`src/rtl/mdio_phy_responder.sv`:
```
// Clause 22 MDIO PHY-side responder: oversamples MDC in the fabric clock, decodes
// read/write frames and serves a small register set over a tri-stated MDIO.
module mdio_phy_responder #(
  parameter logic [4:0]  PHY_ADDR = 5'd0,
  parameter logic [15:0] PHY_ID1  = 16'h0141,
  parameter logic [15:0] PHY_ID2  = 16'h0CC2,
  parameter int          PRE_MIN  = 32
) (
  input  logic        clk,
  input  logic        rst,
  input  logic        mdc,
  input  logic        mdio_i,
  output logic        mdio_o,
  output logic        mdio_t,
  input  logic        link_up,
  output logic        reg_wr,
  output logic [4:0]  reg_wr_addr,
  output logic [15:0] reg_wr_data
);

  typedef enum logic [2:0] {
    S_PRE, S_ST2, S_OP, S_PHYAD, S_REGAD, S_TA, S_DATA, S_IGNORE
  } state_t;

  localparam logic [5:0] PRE_MIN_C = 6'(PRE_MIN);

  state_t      state;
  logic [5:0]  pre_cnt;
  logic [4:0]  bit_cnt;
  logic        is_read;
  logic        op_hi;
  logic [4:0]  phyad;
  logic [4:0]  regad;
  logic [15:0] shreg;
  logic [15:0] reg0;
  logic [15:0] regs [4:15];

  logic mdc_s1, mdc_s2, mdc_s3;
  logic mdio_s1, mdio_s2;
  logic mdc_edge, bit_in;
  logic [4:0]  regad_next;
  logic [15:0] wr_word;
  logic [15:0] rd_word;

  assign mdc_edge   = mdc_s2 & ~mdc_s3;
  assign bit_in     = mdio_s2;
  assign regad_next = {regad[3:0], bit_in};
  assign wr_word    = {shreg[14:0], bit_in};

  // Read word is computed from the REGAD value being completed this edge
  always_comb begin
    rd_word = 16'h0000;
    case (regad_next)
      5'd0: rd_word = {1'b0, reg0[14:0]};
      5'd1: begin
        rd_word    = 16'h7949;
        rd_word[2] = link_up;
      end
      5'd2: rd_word = PHY_ID1;
      5'd3: rd_word = PHY_ID2;
      default: begin
        if (!regad_next[4] && regad_next[3:2] != 2'b00)
          rd_word = regs[regad_next[3:0]];
      end
    endcase
  end

  always_ff @(posedge clk) begin
    if (rst) begin
      mdc_s1      <= 1'b0;
      mdc_s2      <= 1'b0;
      mdc_s3      <= 1'b0;
      mdio_s1     <= 1'b1;
      mdio_s2     <= 1'b1;
      state       <= S_PRE;
      pre_cnt     <= 6'd0;
      bit_cnt     <= 5'd0;
      is_read     <= 1'b0;
      op_hi       <= 1'b0;
      phyad       <= 5'd0;
      regad       <= 5'd0;
      shreg       <= 16'h0000;
      reg0        <= 16'h1140;
      for (int i = 4; i <= 15; i++) regs[i] <= 16'h0000;
      mdio_o      <= 1'b1;
      mdio_t      <= 1'b1;
      reg_wr      <= 1'b0;
      reg_wr_addr <= 5'd0;
      reg_wr_data <= 16'h0000;
    end else begin
      mdc_s1  <= mdc;
      mdc_s2  <= mdc_s1;
      mdc_s3  <= mdc_s2;
      mdio_s1 <= mdio_i;
      mdio_s2 <= mdio_s1;
      reg_wr  <= 1'b0;
      if (mdc_edge) begin
        case (state)
          S_PRE: begin
            if (bit_in) begin
              if (pre_cnt != 6'd32) pre_cnt <= pre_cnt + 6'd1;
            end else if (pre_cnt >= PRE_MIN_C) begin
              state   <= S_ST2;
              pre_cnt <= 6'd0;
            end else begin
              pre_cnt <= 6'd0;
            end
          end
          S_ST2: begin
            bit_cnt <= 5'd0;
            state   <= bit_in ? S_OP : S_PRE;
          end
          S_OP: begin
            if (bit_cnt == 5'd0) begin
              op_hi   <= bit_in;
              bit_cnt <= 5'd1;
            end else begin
              bit_cnt <= 5'd0;
              if (op_hi != bit_in) begin
                is_read <= op_hi;
                state   <= S_PHYAD;
              end else begin
                state <= S_PRE;
              end
            end
          end
          S_PHYAD: begin
            phyad <= {phyad[3:0], bit_in};
            if (bit_cnt == 5'd4) begin
              bit_cnt <= 5'd0;
              state   <= S_REGAD;
            end else begin
              bit_cnt <= bit_cnt + 5'd1;
            end
          end
          S_REGAD: begin
            regad <= regad_next;
            if (bit_cnt == 5'd4) begin
              bit_cnt <= 5'd0;
              if (phyad != PHY_ADDR) begin
                state <= S_IGNORE;
              end else begin
                state <= S_TA;
                if (is_read) shreg <= rd_word;
              end
            end else begin
              bit_cnt <= bit_cnt + 5'd1;
            end
          end
          S_TA: begin
            if (bit_cnt == 5'd0) begin
              bit_cnt <= 5'd1;
              if (is_read) begin
                mdio_t <= 1'b0;
                mdio_o <= 1'b0;
              end
            end else begin
              bit_cnt <= 5'd0;
              state   <= S_DATA;
              if (is_read) begin
                mdio_o <= shreg[15];
                shreg  <= {shreg[14:0], 1'b0};
              end
            end
          end
          S_DATA: begin
            if (is_read) begin
              if (bit_cnt == 5'd15) begin
                mdio_t <= 1'b1;
                mdio_o <= 1'b1;
              end else begin
                mdio_o <= shreg[15];
                shreg  <= {shreg[14:0], 1'b0};
              end
            end else begin
              shreg <= wr_word;
              // Writes above reg 15 still pulse reg_wr but update nothing
              if (bit_cnt == 5'd15) begin
                reg_wr      <= 1'b1;
                reg_wr_addr <= regad;
                reg_wr_data <= wr_word;
                if (regad == 5'd0)
                  reg0 <= wr_word[15] ? 16'h1140 : wr_word;
                else if (!regad[4] && regad[3:2] != 2'b00)
                  regs[regad[3:0]] <= wr_word;
              end
            end
            if (bit_cnt == 5'd15) begin
              bit_cnt <= 5'd0;
              state   <= S_PRE;
            end else begin
              bit_cnt <= bit_cnt + 5'd1;
            end
          end
          S_IGNORE: begin
            if (bit_cnt == 5'd17) begin
              bit_cnt <= 5'd0;
              state   <= S_PRE;
            end else begin
              bit_cnt <= bit_cnt + 5'd1;
            end
          end
          default: state <= S_PRE;
        endcase
      end
    end
  end

endmodule

```
`config.mk`:
```
export PLATFORM = sky130hd
export DESIGN_NAME = mdio_phy_responder
export DESIGN_NICKNAME = d
export VERILOG_FILES = /design/src/rtl/mdio_phy_responder.sv
export SDC_FILE = /design/constraint.sdc
export NUM_CORES = 1
export LEC_CHECK = 0
export CELL_PAD_IN_SITES_DETAIL_PLACEMENT = 0
export CELL_PAD_IN_SITES_GLOBAL_PLACEMENT = 1
export CORE_MARGIN = 2
export CORE_UTILIZATION = 42
export CTS_CLUSTER_SIZE = 24
export DETAILED_ROUTE_END_ITERATION = 7
export MAX_ROUTING_LAYER = met4
export PLACE_DENSITY = 0.69
export SLEW_MARGIN = 20
export SYNTH_ARGS = -nofsm -noshare
export SYNTH_HDL_FRONTEND = slang
export SYNTH_SLANG_ARGS = --single-unit
```
`constraint.sdc`:
```
create_clock -name clk -period 3.47 [get_ports clk]
set_input_delay 0.694 -clock clk [delete_from_list [all_inputs] [get_ports clk]]
set_output_delay 0.694 -clock clk [all_outputs]
set_load 0.02 [all_outputs]
```
==> metrics.md <==
| Metric | Value |
|---|---|
| Worst IR drop on VDD | 0.368 mV |
| Synth top cells by count | edfxtp_1, and2_1, nand2_1, dfxtp_1, clkbuf_1 |
| Clk sinks | 278 |
| Critical Path RT | 3.68 ns |
| Post-cts repair resize count | 0 |
| Synth top area cells | edfxtp_1, dfxtp_1, and2_1 |
| Synth-to-Final Area Change | 14.0% |
| CP Capture Type | flip-flop |
| Worst skew pair latency | 0.56 ns |
| CTS Hold Bufs | 0 |
| Post-layout worst setup margin | 0.581 ns |
| Final Util | 0.488 |
| # H-tree levels | 1 |
| Hold endpoint | bit_in$_SDFF_PP1_ |
| CTS tree | yes |
| Clock-pin slew on the worst setup and hold paths | 0.06 ns |
| Max FO, Critical Path | 16 |
| Seq/Total Area, Yosys | 0.588 |
| Max clock buf depth | 3 |
| Leading area contributor after synthesis | edfxtp_1 |
| Largest net degree at the start of global routing | 45 |
| Async SR Flop Fraction | 0 |
| Status | finished, final reports clean |
| Final Max Tran Viols | 0 |
| Cell depth of the worst hold path | 1 |
| Row count | 63 |
| Synth Warn # | 0 |
| DR WL/cell | 21.8 um |
| Reg2Reg Setup Slack | 0.58 ns |
| Core Footprint | 29700 um2 |
| Clk root buf | clkbuf_16 |
| CP arrival | 3.09 ns |
| Initial antenna violation count | 0 |
| Pre-CTS WS | 0.644 ns |
| DR vias | 8313 |
| CTS Buf Count | 30 |
| Layout fillers | 2607 |
| Port Buf Inserts | 28 |
| Layout cells sized above 1 | 0.149 |
| Period utilisation layout | 0.833 |
| Setup TNS | 0 ns |
| Max-Slew Margin vs Limit | 0.396 |
| Period minus WS final | 2.89 ns |
| RSZ-0062 raised after global routing | false |
| Post-Syn Instances | 1061 |
| Net Sw Power | 1.45 mW |
| Max Clock Freq | 346 MHz |
| Final ANT Viol Nets | 0 |
| Reg-to-Reg Start | bit_cnt[1]$_SDFFE_PP0P_ |
| Worst Tran Pin Value | 0.894 ns |
| Die height | 178 um |
| Die area | 31700 um2 |
| Share of the synthesized area in the top cell type | 0.453 |
| Layout Skew | 0.0126 ns |
| Vias per cell | 5.57 |
| Worst flop-to-flop path endpoint | regs[8][11]$_SDFFCE_PN0P_ |
| Ant. Diodes | 0 |
| Final setup vio count | 0 |
| Worst Hold Class | reg2reg |
| Most common cell in the netlist | edfxtp_1 |
| Initial drt markers | 738 |
| Synth unique cells | 65 |
| DP Wirelength | 20.6 mm |
| Non-Filler Instances | 1493 |
| Fin nets | 1092 |
| Syn_nets | 1073 |
| Gr usage total | 0.218 |
| Hold path start | mdio_s1$_SDFF_PP1_ |
| Post-CTS Setup Bufs | 0 |
| Clock share of power | 0.450 |
| Global-route wire length before repair | 50.4 mm |
| EDFF count, synth | 192 |
| Final hold vios | 0 |
| Critical Path Start Type | flip-flop |
| Avg Inst Size Synth | 12.0 um2 |
| Mapped Area | 12700 um2 |
| Overall power | 6.99 mW |
| Starting Density | 0.428 |
| Max-cap violation count | 0 |
| DRC Markers | 0 |
| Routed Wire Length | 32.6 mm |
| GP Congestion | 0.821 |
| Combinational Power Share | 0.029 |
| Chip width | 178 um |
| Power share of the sequential group | 0.521 |
| Yosys reg bits | 278 |
| Vias in the first global route | 8146 |
| DRT Pass-1 Iters | 6 |
| Pint | 5.54 mW |
| Switching Share | 0.207 |
| Placed cells | 1438 |
| Gr ovfl total | 0 |
| Worst reg2reg path depth | 9 |
| P_leak | 5.06 nW |
| Pwr/cell area | 482 nW/um2 |
| WS Path Type | reg2reg |
| I/O pins | 29 |
| Top_reg_cell synth | edfxtp_1 |
[kinds of logic after synthesis]
logic type	count (synthesis)	synth area share
AO/OA/AOI/OAI	156	0.0823
XOR/XNOR	7	0.00482
multiplexers	62	0.0943
AND/OR/NAND/NOR	449	0.192
adder cells (fa/ha/maj)	7	0.00688
buffers and inverters	102	0.0315
flip-flops	278	0.588
[worst max-delay path by stage]
stage,from,endpoint
2_1_floorplan,bit_cnt[0]$_SDFFE_PP0P_,regs[7][0]$_SDFFCE_PN0P_
3_3_place_gp,bit_cnt[0]$_SDFFE_PP0P_,regs[4][2]$_SDFFCE_PN0P_
3_5_place_dp,bit_cnt[1]$_SDFFE_PP0P_,regs[4][2]$_SDFFCE_PN0P_
4_1_cts,bit_cnt[1]$_SDFFE_PP0P_,regs[8][7]$_SDFFCE_PN0P_
5_1_grt,bit_cnt[1]$_SDFFE_PP0P_,regs[8][4]$_SDFFCE_PN0P_
6_report,bit_cnt[1]$_SDFFE_PP0P_,regs[8][11]$_SDFFCE_PN0P_
[area by class of cell]
class,count,area [um2],area share
multi-input combinational,681,4850,0.334
clock buffer,46,862,0.0594
inverter,11,41.3,0.00285
tap,390,488,0.0336
clock inverter,9,106,0.00733
sequential,278,7500,0.517
timing repair buffer,78,663,0.0457
[per-stage QoR]
| step | area [um2] | hold slack, ns |
|---|---|---|
| 3_5_place_dp | 13500 | 0.399 |
| 3_3_place_gp | 13500 | 0.399 |
| 4_1_cts | 14500 | 0.416 |
| 6_report | 14500 | 0.410 |
| 5_1_grt | 14500 | 0.431 |
| 2_1_floorplan | 12700 | 0.389 |
[state kept, by name, indices dropped and copies added (netlist names), 3 cells and up]
signal	count
shreg	16
reg_wr_data	16
pre_cnt	6
reg_wr_addr	5
state	3
regs	192
reg0	15
phyad	5
regad	5
bit_cnt	5
[layer usage]
layer,track usage,vias to the layer above,part of all wire
met3,0.0292,50,0.054
met2,0.337,230,0.47
met5,-,-,0
met4,0.0663,0,0.027
li1,-,3888,-
met1,0.302,4145,0.45
[cell usage in the layout (no fill, tap or decap), types with 26 or more instances in the layout]
cell type        synthesis  final
o21ai_0                 35     26
nor2_1                  59     59
and2_1                 185    185
dfxtp_1                 86     82
clkbuf_16                0     31
clkdlybuf4s50_1          0     27
buf_4                    1     49
a21oi_1                 58     58
mux4_2                  46     46
nand2_1                 96     96
edfxtp_1               192    192
[power groups by stage]
stage,sequential [mW],clock (mW),combinational [mW]
after floorplan,3.70,0,0.137
after global placement,3.71,0,0.203
after detailed placement,3.72,0,0.204
after CTS,3.64,3.21,0.204
after global routing,3.65,3.34,0.217
final,3.64,3.14,0.202
[critical path, stage by stage, from the launching register on]
cell and delay, ns:
dfxtp_1 0.39, ha_1 0.22, and3_1 0.20, ha_1 0.23
nor2b_1 0.17, and3b_1 0.33, nand4b_1 0.13, buf_4 0.19
nor3_1 0.23, or2_2 0.45
Note: power is estimated with default switching activity, not from simulation.
